==> config.mk <==
export PLATFORM = sky130hd
export DESIGN_NAME = spi_shift_engine_flat
export DESIGN_NICKNAME = d
export VERILOG_FILES = /design/src/rtl/spi_shift_engine_if.sv /design/src/rtl/spi_shift_engine.sv /design/src/flat_wrapper.sv
export SDC_FILE = /design/constraint.sdc
export NUM_CORES = 1
export LEC_CHECK = 0
export ABC_AREA = 1
export CAP_MARGIN = 20
export CORE_UTILIZATION = 30
export DETAILED_ROUTE_END_ITERATION = 8
export MAX_ROUTING_LAYER = met4
export PLACE_DENSITY = 0.51
export SYNTH_ARGS = -nofsm -noshare
export SYNTH_HDL_FRONTEND = slang
export SYNTH_SLANG_ARGS = --single-unit
==> constraint.sdc <==
create_clock -name i_clk -period 1.6 [get_ports i_clk]
set_clock_uncertainty 0.1 [all_clocks]
set_input_delay 0.32 -clock i_clk [delete_from_list [all_inputs] [get_ports i_clk]]
set_output_delay 0.32 -clock i_clk [all_outputs]
set_load 0.05 [all_outputs]
==> src/rtl/spi_shift_engine_if.sv <==
// FIFO-side handshake and SPI pin bundle for spi_shift_engine.
// The master modport is the shift engine's view; the slave modport is the
// view of whatever drives the FIFO flags/data and the MISO pin.
interface spi_shift_engine_if #(
  parameter int WIDTH = 8
);
  logic             tx_empty;
  logic [WIDTH-1:0] tx_data;
  logic             tx_rd;
  logic             rx_full;
  logic             rx_wr;
  logic [WIDTH-1:0] rx_data;
  logic             sck;
  logic             mosi;
  logic             miso;

  modport master (
    input  tx_empty, tx_data, rx_full, miso,
    output tx_rd, rx_wr, rx_data, sck, mosi
  );

  modport slave (
    output tx_empty, tx_data, rx_full, miso,
    input  tx_rd, rx_wr, rx_data, sck, mosi
  );
endinterface

==> src/rtl/spi_shift_engine.sv <==
// SPI master shift engine: pops one word from the TX FIFO, shifts it out on
// MOSI while shifting MISO in, then pushes the received word to the RX FIFO.
//
// state    | meaning
// ---------+------------------------------------------------------------
// ST_IDLE  | SCK parked at cpol; waits for en & TX data & RX space
// ST_LOAD  | tx_rd pulse; word and configuration already captured
// ST_SHIFT | divider runs; 2*WIDTH SCK edges, sample/shift by cpha
// ST_STORE | rx_wr pulse with the received word
module spi_shift_engine #(
  parameter int WIDTH = 8,
  parameter int DIV_W = 8
) (
  input  logic             i_clk,
  input  logic             i_rst,      // asynchronous, active low
  input  logic             i_en,
  input  logic             i_cpol,
  input  logic             i_cpha,
  input  logic [DIV_W-1:0] i_clkdiv,
  spi_shift_engine_if.master bus,
  output logic             o_busy
);

  localparam int EDGE_W = $clog2(2 * WIDTH);
  localparam logic [EDGE_W-1:0] LAST_EDGE = EDGE_W'(2 * WIDTH - 1);

  typedef enum logic [1:0] {
    ST_IDLE  = 2'd0,
    ST_LOAD  = 2'd1,
    ST_SHIFT = 2'd2,
    ST_STORE = 2'd3
  } state_t;

  state_t             r_state;
  logic [WIDTH-1:0]   r_tx_sr;
  logic [WIDTH-1:0]   r_rx_sr;
  logic [WIDTH-1:0]   r_rx_data;
  logic [EDGE_W-1:0]  r_edge;
  logic [DIV_W-1:0]   r_div;
  logic [DIV_W-1:0]   r_clkdiv;
  logic               r_cpol;
  logic               r_cpha;
  logic               r_sck;
  logic               r_tx_rd;
  logic               r_rx_wr;
  logic               r_busy;

  logic               w_start;
  logic               w_tick;
  logic               w_odd;
  logic               w_sample;
  logic               w_shift;
  logic               w_last;
  logic [WIDTH-1:0]   w_rx_next;

  // Start and per-edge decode; edge parity selects leading/trailing action.
  assign w_start   = i_en & ~bus.tx_empty & ~bus.rx_full;
  assign w_tick    = (r_div == '0);
  assign w_odd     = r_edge[0];
  assign w_last    = (r_edge == LAST_EDGE);
  assign w_sample  = r_cpha ? w_odd : ~w_odd;
  // cpha=0 shifts on trailing edges except the final one; cpha=1 shifts on
  // leading edges except the first, so bit WIDTH-1 is held from LOAD.
  assign w_shift   = r_cpha ? (~w_odd && (r_edge != '0)) : (w_odd && !w_last);
  assign w_rx_next = {r_rx_sr[WIDTH-2:0], bus.miso};

  // Single registered FSM: all outputs come straight from flops.
  always_ff @(posedge i_clk or negedge i_rst) begin
    if (!i_rst) begin
      r_state   <= ST_IDLE;
      r_tx_sr   <= '0;
      r_rx_sr   <= '0;
      r_rx_data <= '0;
      r_edge    <= '0;
      r_div     <= '0;
      r_clkdiv  <= '0;
      r_cpol    <= 1'b0;
      r_cpha    <= 1'b0;
      r_sck     <= 1'b0;
      r_tx_rd   <= 1'b0;
      r_rx_wr   <= 1'b0;
      r_busy    <= 1'b0;
    end else begin
      r_tx_rd <= 1'b0;
      r_rx_wr <= 1'b0;
      case (r_state)
        ST_IDLE: begin
          r_sck <= i_cpol;
          if (w_start) begin
            // Capture on entry to LOAD so MOSI shows the MSB during LOAD and
            // the FIFO pop at the end of LOAD cannot disturb the word.
            r_state  <= ST_LOAD;
            r_tx_rd  <= 1'b1;
            r_busy   <= 1'b1;
            r_tx_sr  <= bus.tx_data;
            r_cpol   <= i_cpol;
            r_cpha   <= i_cpha;
            r_clkdiv <= i_clkdiv;
            r_div    <= i_clkdiv;
            r_edge   <= '0;
            r_rx_sr  <= '0;
          end
        end

        ST_LOAD: begin
          r_state <= ST_SHIFT;
        end

        ST_SHIFT: begin
          if (w_tick) begin
            r_div  <= r_clkdiv;
            r_edge <= r_edge + 1'b1;
            if (w_sample) begin
              r_rx_sr <= w_rx_next;
            end
            if (w_shift) begin
              r_tx_sr <= {r_tx_sr[WIDTH-2:0], 1'b0};
            end
            if (w_last) begin
              // Final edge always lands on the idle level.
              r_sck     <= r_cpol;
              r_state   <= ST_STORE;
              r_rx_wr   <= 1'b1;
              r_rx_data <= w_sample ? w_rx_next : r_rx_sr;
            end else begin
              r_sck <= ~r_sck;
            end
          end else begin
            r_div <= r_div - 1'b1;
          end
        end

        ST_STORE: begin
          r_state <= ST_IDLE;
          r_busy  <= 1'b0;
        end

        default: begin
          r_state <= ST_IDLE;
        end
      endcase
    end
  end

  // Output mapping.
  assign bus.sck     = r_sck;
  assign bus.mosi    = r_tx_sr[WIDTH-1];
  assign bus.tx_rd   = r_tx_rd;
  assign bus.rx_wr   = r_rx_wr;
  assign bus.rx_data = r_rx_data;
  assign o_busy      = r_busy;

endmodule

==> src/flat_wrapper.sv <==
// flat-port wrapper written by rule: the top's interface ports become plain ports
module spi_shift_engine_flat 
#(
  parameter int WIDTH = 8,
  parameter int DIV_W = 8
)
  (i_clk, i_rst, i_en, i_cpol, i_cpha, i_clkdiv, o_busy, bus_tx_empty, bus_tx_data, bus_rx_full, bus_miso, bus_tx_rd, bus_rx_wr, bus_rx_data, bus_sck, bus_mosi);
  spi_shift_engine_if #(.WIDTH(WIDTH)) bus_i ();
  input  logic i_clk;
  input  logic i_rst;
  input  logic i_en;
  input  logic i_cpol;
  input  logic i_cpha;
  input  logic [DIV_W-1:0] i_clkdiv;
  output logic o_busy;
  input wire logic [$bits(bus_i.tx_empty)-1:0] bus_tx_empty;
  input wire logic [$bits(bus_i.tx_data)-1:0] bus_tx_data;
  input wire logic [$bits(bus_i.rx_full)-1:0] bus_rx_full;
  input wire logic [$bits(bus_i.miso)-1:0] bus_miso;
  output wire logic [$bits(bus_i.tx_rd)-1:0] bus_tx_rd;
  output wire logic [$bits(bus_i.rx_wr)-1:0] bus_rx_wr;
  output wire logic [$bits(bus_i.rx_data)-1:0] bus_rx_data;
  output wire logic [$bits(bus_i.sck)-1:0] bus_sck;
  output wire logic [$bits(bus_i.mosi)-1:0] bus_mosi;
  assign bus_i.tx_empty = bus_tx_empty;
  assign bus_i.tx_data = bus_tx_data;
  assign bus_i.rx_full = bus_rx_full;
  assign bus_i.miso = bus_miso;
  assign bus_tx_rd = bus_i.tx_rd;
  assign bus_rx_wr = bus_i.rx_wr;
  assign bus_rx_data = bus_i.rx_data;
  assign bus_sck = bus_i.sck;
  assign bus_mosi = bus_i.mosi;
  spi_shift_engine #(.WIDTH(WIDTH), .DIV_W(DIV_W)) u_core (.i_clk(i_clk), .i_rst(i_rst), .i_en(i_en), .i_cpol(i_cpol), .i_cpha(i_cpha), .i_clkdiv(i_clkdiv), .bus(bus_i), .o_busy(o_busy));
endmodule
==> qor.yml <==
area_growth_pct: 45.1
io_pins: 37
yosysUniqueCellTypes: 29
io_buffers: 36
htree_levels: 2
start_util_pct: 30.9
ys.flop_type: "dfrtp_1"
syn_area_per_cell_um2: 7.77
clockRootBuffer: "clkbuf_8"
grt-busiest-layer: "met2"
grt_pass1_vias: 2477
p_total_mw: 2.29
layout.nets: 482
slowest_stage: "dfrtp_1"
gp_congestion: 0.893
crit_path_max_fanout: 5
fp.dieH_um: 99.5
place_hpwl_um: 5000
seq_area_mm2: 0.00130
clkSlewWorstSetupHoldPaths_ps: 90
drv_slew: 0
clock_path_buffers: 2
grt_util_met2_pct: 25.1
ant_nets: 0
synth_nets: 398
use_met3_pct: 2.81
multi_input_area_mm2: 0.00150
first_pass_iters: 5
wirelength_um: 6980
clock.fmax_mhz: 629
cts.sinks: 52
worstSetupEndpointType: "flop"
coreArea_mm2: 0.00924
post-synth-top-count-cell: "nand2_1"
status: "finished, final reports clean"
cp-start-kind: "flop"
cts_buffers: 5
synth_area_leaders: "dfrtp_1, nand2_1, nand3_1"
whs_ps: 379
synth_edf_count: 0
min_path_type: "reg -> reg"
finalSetupViolCount: 0
wl_per_cell_um: 12.0
finalHoldViolCount: 0
synth-seq-cells: 52
vias: 2583
peakVddDrop_mv: 0.301
relSlewSlack_pct: 80.6
antenna_cells: 0
fp.dieArea_mm2: 0.00990
synth_area_mm2: 0.00285
arrival_ps: 1720
timing.final.crit_period_ps: 1590
synth_top_cell_by_area: "dfrtp_1"
async_reset_ff_share_pct: 100
use_met1_pct: 19.2
power_density_mw_per_mm2: 552
rows: 35
grt_util_all_layers_pct: 15.3
drc: 0
crit_chain: "nor2_1 > nand2_4 > nor2_8 > nor2_8 > nor2_8 > buf_4 > nand2_1 > o21ai_1"
crit_required_ps: 1730
viasPerCell: 4.46
rsz0062_at_grt: "true"
post-route-period-util_pct: 99.4
final_util_pct: 44.8
yosys-top-cells-count: "nand2_1, dfrtp_1, inv_1, nand3_1, nor2_1"
ys_warn_count: 0
synth_top_cell_area_share_pct: 45.6
cap_violations: 0
path_class: "reg -> reg"
cp_common_cell: "nor2_8"
grt_pass1_wl_um: 11500
grt_start_max_net_pins: 53
p_leak_nw: 2.10
die_w_um: 99.5
syn_inst: 367
antenna_found_initial: 0
nFillCells: 950
yosysSeqAreaShare_pct: 45.6
drtIter0Drc: 116
clock_latency_ps: 300
path_delay_family: "simple AND/OR/NAND/NOR gates"
tightest_slew_ps: 291
crit_buf_inv: 1
gr-total-overflow: 0
cts_tree: "built"
max_stage_delay_ps: 400
drive_gt1_share_pct: 25.1
[layout make-up]
cell class	count	share of cell area (%)
flip-flops and latches	52	31.4
clock buffers	5	1.66
inverters	38	3.69
well taps	129	3.90
multi-input cells	269	36.2
repair buffers	85	22.4
clock inverters	1	0.726
[cell families (layout without fill, tap and decap cells)]
logic type      Yosys count  in the layout  share of synthesized area (%)
compound gates           41             41                           8.03
xor+xnor                  3              3                          0.921
fa+ha+maj                 7              7                           3.07
buf+inv                  48            129                           7.63
flops                    52             52                           45.6
simple gates            216            218                           34.7
[metrics by stage]
step                setup TNS, ps  setup WS, ps  area (um^2)  instances
finish                          0          10.0         4140        579
global route                -1040         -61.8         4140        579
CTS                         -27.7         -9.36         3940        570
detailed placement          -4940          -192         3720        557
global placement            -4300          -161         3720        557
floorplan                       0         0.973         2860        367
[registers in the layout, indices dropped and copies added (netlist names)]
signal              flops
u_core.r_cpha           1
u_core.r_state          2
u_core.bus.tx_rd        1
u_core.bus.sck          1
u_core.o_busy           1
u_core.bus.rx_data      8
u_core.r_div            8
u_core.r_clkdiv         8
u_core.r_edge           4
u_core.bus.rx_wr        1
u_core.r_cpol           1
u_core.r_tx_sr          8
u_core.r_rx_sr          8
[metal layers]
layer,part of all wire (%),vias to the layer above,wire length (um)
met5,0,-,0
met4,1.2,0,81
met3,2.4,4,168
met2,49,34,3420
met1,47,1222,3310
li1,-,1323,-
[power by group]
part / internal (mW) / switching [mW]
logic: 0.0564 / 0.0418
registers: 1.31 / 0
clock network: 0.450 / 0.425
[layout by cell type (no fill, tap or decap), types with 13 or more instances in the layout]
cell type,count
clkdlybuf4s50_1,22
o21ai_1,13
o21ai_0,20
nand3_1,27
nor2_1,25
dfrtp_1,52
buf_4,37
buf_12,16
nand2_1,132
inv_1,29
[worst min-delay path, stage by stage, from the launching register on]
cell and delay (ps):
dfrtp_1 350, nand2_1 50, nand2_1 50
[path summary, 6_finish.rpt]
path                                    from            endpoint  slack, ps  cells after the start
setup / recovery             u_core.r_div[7]    u_core.r_edge[2]         10                      8
hold / removal             u_core.r_tx_sr[6]   u_core.r_tx_sr[6]        380                      2
setup reg to reg             u_core.r_div[7]    u_core.r_edge[2]         10                      8
hold reg to reg            u_core.r_tx_sr[6]   u_core.r_tx_sr[6]        380                      2
max in group asynchronous              i_rst       u_core.r_cpol        710                      3
min in group asynchronous              i_rst  u_core.r_clkdiv[4]        450                      3
[timing repair]
item / in CTS / in global routing
hold buffers: 1 / 0
setup endpoints to repair: 37 / 41
pin swaps: 9 / 14
setup buffers: 6 / 7
cloned: 0 / 2
endpoints found under the hold margin: 52 / 0
resized for setup: 14 / 36
Note: power is estimated with default switching activity, not from simulation.
